**src/rtl/hazard_stall_ctrl.sv**
```systemverilog
// hazard_stall_ctrl: ID-stage hazard/stall controller with DMA hold handshake
//
// Inserts one ID/EX bubble on an unresolvable load-use hazard. Flushes wrong-path
// instructions on a taken branch. Runs the CPU side of the HRQ/HLDA handshake:
// it drains EX/MEM, then freezes the pipeline and grants the bus. It also keeps a
// saturating count of the cycles in which the PC is held.
//
// Ports:
//   clk, rst             clock; asynchronous active-high reset
//   rs_ID, rt_ID         source register fields of the instruction in ID
//   usesRt_ID            the ID instruction reads rt
//   memRead_EX           the EX instruction is a load
//   regFileWriteAddr_EX  destination register of the EX instruction
//   branchTaken_EX       the branch in EX resolved taken
//   memAccess_MEM        MEM is performing a data-memory access
//   hrq                  DMA hold request
//   hlda                 registered hold acknowledge
//   pcWrite, ifidWrite   PC and IF/ID load enables
//   ifidFlush, idexFlush clear IF/ID, inject a bubble into ID/EX
//   pipeFreeze           hold EX/MEM and MEM/WB and suppress memory accesses
//   stallCycles          saturating count of cycles with pcWrite low
module hazard_stall_ctrl #(
    parameter int DRAIN_CYCLES = 2,
    parameter int CNT_W        = 16
) (
    input  logic             clk,
    input  logic             rst,
    input  logic [4:0]       rs_ID,
    input  logic [4:0]       rt_ID,
    input  logic             usesRt_ID,
    input  logic             memRead_EX,
    input  logic [4:0]       regFileWriteAddr_EX,
    input  logic             branchTaken_EX,
    input  logic             memAccess_MEM,
    input  logic             hrq,
    output logic             hlda,
    output logic             pcWrite,
    output logic             ifidWrite,
    output logic             ifidFlush,
    output logic             idexFlush,
    output logic             pipeFreeze,
    output logic [CNT_W-1:0] stallCycles
);

    localparam int DW = DRAIN_CYCLES > 1 ? $clog2(DRAIN_CYCLES) : 1;
    localparam logic [DW-1:0] DRAIN_INIT = DW'(DRAIN_CYCLES - 1);

    typedef enum logic [1:0] {RUN, DRAIN, HOLD} state_t;

    state_t            state_q, state_d;
    logic [DW-1:0]     drain_q, drain_d;
    logic              hlda_q, hlda_d;
    logic [CNT_W-1:0]  stall_q, stall_d;
    logic              load_use;

    // Register 0 is never a real dependency.
    assign load_use = memRead_EX && (regFileWriteAddr_EX != 5'd0) &&
                      ((regFileWriteAddr_EX == rs_ID) ||
                       (usesRt_ID && regFileWriteAddr_EX == rt_ID));

    always_comb begin
        state_d    = state_q;
        drain_d    = drain_q;
        hlda_d     = hlda_q;
        pcWrite    = 1'b1;
        ifidWrite  = 1'b1;
        ifidFlush  = 1'b0;
        idexFlush  = 1'b0;
        pipeFreeze = 1'b0;
        case (state_q)
            RUN: begin
                if (branchTaken_EX) begin
                    ifidFlush = 1'b1;
                    idexFlush = 1'b1;
                end else if (load_use) begin
                    pcWrite   = 1'b0;
                    ifidWrite = 1'b0;
                    idexFlush = 1'b1;
                end
                if (hrq) begin
                    state_d = DRAIN;
                    drain_d = DRAIN_INIT;
                end
            end
            DRAIN: begin
                // A taken branch still redirects the PC while EX/MEM empty out.
                pcWrite   = branchTaken_EX;
                ifidFlush = branchTaken_EX;
                ifidWrite = 1'b0;
                idexFlush = 1'b1;
                drain_d   = (drain_q == '0) ? drain_q : drain_q - 1'b1;
                if (!hrq)
                    state_d = RUN;
                else if (drain_q == '0 && !memAccess_MEM) begin
                    state_d = HOLD;
                    hlda_d  = 1'b1;
                end
            end
            HOLD: begin
                pcWrite    = 1'b0;
                ifidWrite  = 1'b0;
                idexFlush  = 1'b1;
                pipeFreeze = 1'b1;
                if (!hrq) begin
                    state_d = RUN;
                    hlda_d  = 1'b0;
                end
            end
            default: begin
                state_d = RUN;
                hlda_d  = 1'b0;
            end
        endcase
        stall_d = (!pcWrite && !(&stall_q)) ? stall_q + 1'b1 : stall_q;
    end

    always_ff @(posedge clk or posedge rst) begin
        if (rst) begin
            state_q <= RUN;
            drain_q <= '0;
            hlda_q  <= 1'b0;
            stall_q <= '0;
        end else begin
            state_q <= state_d;
            drain_q <= drain_d;
            hlda_q  <= hlda_d;
            stall_q <= stall_d;
        end
    end

    assign hlda        = hlda_q;
    assign stallCycles = stall_q;

endmodule
```
**config.mk**
```make
export PLATFORM = sky130hd
export DESIGN_NAME = hazard_stall_ctrl
export DESIGN_NICKNAME = d
export VERILOG_FILES = /design/src/rtl/hazard_stall_ctrl.sv
export SDC_FILE = /design/constraint.sdc
export NUM_CORES = 1
export LEC_CHECK = 0
export ABC_CLOCK_PERIOD_IN_PS = 2100
export BUFFER_PORTS_ARGS = -buffer_cell sky130_fd_sc_hd__buf_2
export CAP_MARGIN = 20
export CORE_MARGIN = 5
export CORE_UTILIZATION = 30
export CTS_BUF_LIST = sky130_fd_sc_hd__clkbuf_4
export DETAILED_ROUTE_END_ITERATION = 7
export GPL_TIMING_DRIVEN = 0
export PLACE_DENSITY = 0.53
export REMOVE_ABC_BUFFERS = 1
export SYNTH_ARGS = -nofsm -noshare
export SYNTH_HDL_FRONTEND = slang
export SYNTH_SLANG_ARGS = --single-unit
```
**constraint.sdc**
```tcl
create_clock -name clk -period 2.1 [get_ports clk]
set_input_delay 0.525 -clock clk [delete_from_list [all_inputs] [get_ports clk]]
set_output_delay 0.525 -clock clk [all_outputs]
set_load 0.01 [all_outputs]
```
* After elaboration in Yosys (flattened, before gate mapping)
Cells that the tools add are included.
** Storage, ports and cells
- Output and inout port bits :: 22
- Bits of input ports :: 22
- Logic and storage cells :: 56
- Flip-flop bits (word level) :: 20
** Cells by class
- Reduce and logical (&&, ||, !) cells :: 17
- Equal/unequal tests :: 9
- Bitwise gates (word level) :: 2
- Multiplexer cells :: 22
- $add $sub $neg :: 2
** Operators with widths (number)
- adder 16 x 1 -> 16 bit, second input constant :: 1
- AND reduction 16 bit :: 1
- two-way mux 1 bit :: 11
- == test 5 bit :: 2
- two-way mux 2 bit :: 4
- inequality test 2 bit, second input constant :: 4
- case mux 1 bit (2 select lines) :: 4
- case mux 1 bit (3 select lines) :: 2
- case mux 2 bit (3 select lines) :: 1
- logical AND 1 bit :: 5
- nonzero test 5 bit :: 1
- AND reduction 4 bit :: 1
- logical NOT 1 bit :: 3
- inequality test 3 bit, second input constant :: 1
- AND reduction 3 bit :: 1
- == test 2 x 1 -> 1 bit, second input constant :: 1
- == test 2 bit, second input constant :: 1
- logical NOT 2 bit :: 1
- inverter 1 bit :: 2
- AND reduction 2 bit :: 1
- nonzero test 2 bit :: 1
- OR reduction 2 bit :: 1
- logical OR 1 bit :: 1
- subtractor 1 bit, second input constant :: 1

* Depth between registers and ports, before layout
- Depth after elaboration :: 9
- Gate-level depth with buffers :: 10
- Depth with buffers taken out :: 8

* Worst setup path before layout
Ideal clock, no wire load.
- Kind :: input -> output
- From :: in regFileWriteAddr_EX[3]
- To :: out idexFlush
- Setup slack :: -0.265 ns
- Cell stages on the path :: 6
- Data required time :: 1.575 ns
- Arrival :: 1.840 ns
- Path buffers :: 1
- Path through :: xor2_1 nor4_2 a32oi_1 or2_4 buf_6 a211oi_1
** Between the ends
- Longest elaborated chain between the ends :: 7
- Elaborated cells on any way between the ends :: 10
- Classes of those cells :: eq/ne: 2; mux: 3; reduce/logical: 5
** Ends and longest elaborated chain
- from (decl) :: RTL line 32 : input logic [4:0] regFileWriteAddr_EX,
- == test 5 bit :: RTL line 59 : (usesRt_ID && regFileWriteAddr_EX == rt_ID));
- logical AND 1 bit :: RTL line 59
- logical OR 1 bit :: RTL line 58 : ((regFileWriteAddr_EX == rs_ID) ||
- logical AND 1 bit * :: RTL line 57 : assign load_use = memRead_EX && (regFileWriteAddr_EX != 5'd0) &&
- two-way mux 1 bit * :: RTL line 75 : end else if (load_use) begin
- two-way mux 1 bit * :: RTL line 72 : if (branchTaken_EX) begin
- case mux 1 bit (2 select lines) * :: RTL line 70 : case (state_q)
- to (decl) :: RTL line 40 : output logic idexFlush,
Every way passes the cells marked *; elsewhere a longest branch is shown, timed or not.

* Worst setup path after layout
- From :: in rt_ID[3]
- To :: out idexFlush
** Between the ends
- Longest elaborated chain between the ends :: 7
** Ends and longest elaborated chain
- from (decl) :: RTL line 29 : input logic [4:0] rt_ID,
- == test 5 bit :: RTL line 59
- logical AND 1 bit :: RTL line 59
- logical OR 1 bit :: RTL line 58
- logical AND 1 bit :: RTL line 57
- two-way mux 1 bit :: RTL line 75
- two-way mux 1 bit :: RTL line 72
- case mux 1 bit (2 select lines) :: RTL line 70
Every way passes these cells.

==> impl_metrics.py <==
metrics = {
    "worst_setup_path": {
        "cp.arrival_ns": 1.87,
        "endpoint_kind": "output port",
        "r2r_setup_slack_ns": -0.06,
        "critPathLaunchType": "input port",
        "worstPathCellList": "buf_6 -> xor2_2 -> nor4_2 -> a32oi_2 -> or2_4 -> a211oi_2 -> buf_2",
        "worst-setup-path-type": "input port to output port",
        "crit_buf_inv": 2,
        "critPathSlowestCell": "or2_4",
        "r2r_cells": 9,
        "path_max_fanout": 4,
        "cp_top_family": "simple AND/OR/NAND/NOR gates",
        "max_stage_delay_ns": 0.30,
        "cp_num_cells": 7,
        "required_ns": 1.57,
    },
    "run_status": {
        "violations": "negative setup slack",
        "status": "finished, violations left",
    },
    "die": {
        "ios": 44,
        "die_height_um": 77.1,
        "die_w_um": 77.1,
        "core_area_mm2": 0.00435,
        "start_util": 0.311,
        "dieArea_mm2": 0.00595,
        "row_count": 24,
    },
    "yosys": {
        "ys.flop_type": "dfrtp_1",
        "seq_area_frac_synth": 0.370,
        "ys_types": 38,
        "ys_seq_elements": 20,
        "yosys.area.top_type": "dfrtp_1",
        "synthTopCellsByArea": "dfrtp_1, xor2_1, ha_1, xnor2_1, a2111oi_4",
        "synth_top_area_frac": 0.370,
        "synth_area_per_cell_um2": 9.95,
        "syn_inst": 136,
        "async_reset_ff_frac": 1.00,
        "syn-cell-area_mm2": 0.00135,
        "yosysWarnings": 0,
        "synth-edff-count": 0,
    },
    "grt": {
        "grt_pass1_wl_mm": 6.17,
        "grt_pass1_vias": 1365,
        "gr-usage-all-layers": 0.123,
        "grt_max_degree": 21,
        "antenna_found_initial": 0,
        "grt-ovfl-total": 0,
    },
    "finish": {
        "layout_commonest_cell": "buf_2",
        "area_growth_pct": 51.3,
        "antenna_cells": 0,
        "final_cell_area_mm2": 0.00205,
        "post-route-util": 0.470,
        "final_nets": 229,
        "layout-drive-gt1-share": 0.493,
        "layoutNonFillerInstCount": 253,
        "seq_area_um2": 502,
        "num-fill-cells": 414,
        "final_cell_mix": "buf_2, dfrtp_1, buf_4",
        "multiInputGateArea_um2": 980,
    },
    "route": {
        "viasPerCell": 5.06,
        "drtAntennaViolNets": 0,
        "dr.pass1.iters": 4,
        "dr.first_iter.drc_count": 44,
        "drc": 0,
        "routed_wirelength_mm": 3.67,
        "vias": 1279,
        "post_drt_wl_per_cell_um": 14.5,
    },
    "timing": {
        "setup_viol": 10,
        "max_slew.worst_pin.slew_ns": 0.752,
        "fin_crit_sh": 1.14,
        "holdWs_ns": 0.338,
        "rsz0062_at_grt": "true",
        "fmax_mhz": 418,
        "relSlewSlack": 0.498,
        "setup_ws_ns": -0.293,
        "final_max_slew_viol_count": 0,
        "hold_viol": 0,
        "finalSetupTns_ns": -1.36,
        "fin_crit_ns": 2.39,
        "finClkSkew_ns": 0.00145,
    },
    "power_and_ir_drop": {
        "swShare": 0.432,
        "power.leakage_nw": 0.871,
        "clock_power_share": 0.086,
        "power_density_mw_per_mm2": 1040,
        "power_mw": 2.14,
        "switchingPower_mw": 0.923,
        "ir_drop_v": 0.000279,
        "pwr-share-seq": 0.278,
        "p_int_mw": 1.21,
        "combPwrFrac": 0.635,
    },
    "placed_design": {
        "dpl-instance-area_mm2": 0.00161,
        "dp_slack_ns": -0.984,
        "port_buffers": 43,
        "routabilityCongestion": 0.774,
        "hpwl_mm": 2.52,
        "dp.cells": 227,
    },
    "cts": {
        "cts_tree": "done",
        "cts_root_buf": "clkbuf_4",
        "worstSkewPairLatency_ns": 0.30,
        "clockBufferDepth": 2,
        "clock_sinks": 20,
        "cts-htree-levels": 1,
        "clk_pin_slew_ns": 0.11,
        "holdBufCountCts": 0,
        "numCtsBuffers": 3,
    },
    "min_path": {
        "holdCritPathClass": "input port to asynchronous set/reset pin",
    },
    "flow_run": {
        "drv_cap": 0,
    },
}
[worst register-to-register path: cells and delay by family (launching register included)]
| kind | cells | cell delay (ns) |
|---|---|---|
| AO/OA/AOI/OAI | 3 | 0.52 |
| flip-flops | 1 | 0.43 |
| AND/OR/NAND/NOR | 1 | 0.29 |
| multiplexers | 1 | 0.29 |
| buffers and inverters | 3 | 0.37 |
| adder cells (fa/ha/maj) | 1 | 0.16 |
[flip-flops by register name (all words and copies together), names as in the netlist]
| register | flops |
|---|---|
| stallCycles | 16 |
| state_q | 2 |
| drain_q | 1 |
| hlda | 1 |
[final timing paths]
| path | from | end |
|---|---|---|
| max | rt_ID[3] | idexFlush |
| min | rst | stallCycles[5]$_DFFE_PP0P_ |
| max reg2reg | state_q[0]$_DFFE_PP0P_ | stallCycles[1]$_DFFE_PP0P_ |
| min reg2reg | stallCycles[0]$_DFFE_PP0P_ | stallCycles[0]$_DFFE_PP0P_ |
| max in group asynchronous | rst | state_q[0]$_DFFE_PP0P_ |
| min in group clk | stallCycles[0]$_DFFE_PP0P_ | stallCycles[0]$_DFFE_PP0P_ |
[synthesized netlist by cell type, types with 2 or more instances]
library cell,count
a2111oi_2,2
a2111oi_4,2
a211o_1,2
a211oi_1,4
a21o_1,2
a21oi_1,4
and3_1,3
buf_2,2
dfrtp_1,20
ha_1,5
inv_1,7
mux2_2,2
nand2_1,8
nand3_1,7
nand4_1,6
nor2_1,8
nor3_1,3
o21a_1,3
o21ai_0,6
xnor2_1,7
xor2_1,16
[repair_timing]
action	CTS	global route
pin swaps	16	24
cloned	0	0
buffers inserted	17	5
endpoints found under the setup margin	20	19
gates resized for setup	34	18
[cell type report]
| cell class | instances | share of cell area |
|---|---|---|
| Tap cell | 52 | 0.0318 |
| Clock buffer | 3 | 0.0110 |
| Clock inverter | 1 | 0.00183 |
| Sequential cell | 20 | 0.245 |
| Inverter | 7 | 0.0128 |
| Multi-Input combinational cell | 105 | 0.479 |
| Timing Repair Buffer | 65 | 0.219 |
[per-layer routing]
| layer | global-route usage | share of wire | up-vias | routed length (um) |
|---|---|---|---|---|
| li1 | - | - | 628 | - |
| met1 | 0.140 | 0.40 | 614 | 1480 |
| met2 | 0.220 | 0.52 | 33 | 1920 |
| met3 | 0.0234 | 0.058 | 4 | 213 |
| met4 | 0.0498 | 0.013 | 0 | 48 |
| met5 | 0 | 0 | - | 0 |
[cells by family after synthesis]
group                    Yosys count  synth area share
adder cells (fa/ha/maj)            5            0.0463
XOR/XNOR                          23             0.149
multiplexers                       2            0.0167
AO/OA/AOI/OAI                     33             0.216
AND/OR/NAND/NOR                   42             0.164
buffers and inverters             11            0.0379
flip-flops                        20             0.370
[power groups by stage]
| stage | Combinational, mW | Sequential (mW) | Clock, mW |
|---|---|---|---|
| 2_1_floorplan | 0.555 | 0.607 | 0 |
| 3_3_place_gp | 0.830 | 0.590 | 0 |
| 3_5_place_dp | 0.864 | 0.593 | 0 |
| 4_1_cts | 1.23 | 0.593 | 0.194 |
| 5_1_grt | 1.47 | 0.614 | 0.209 |
| 6_report | 1.36 | 0.595 | 0.185 |
Power figures use the tool's default switching activity.
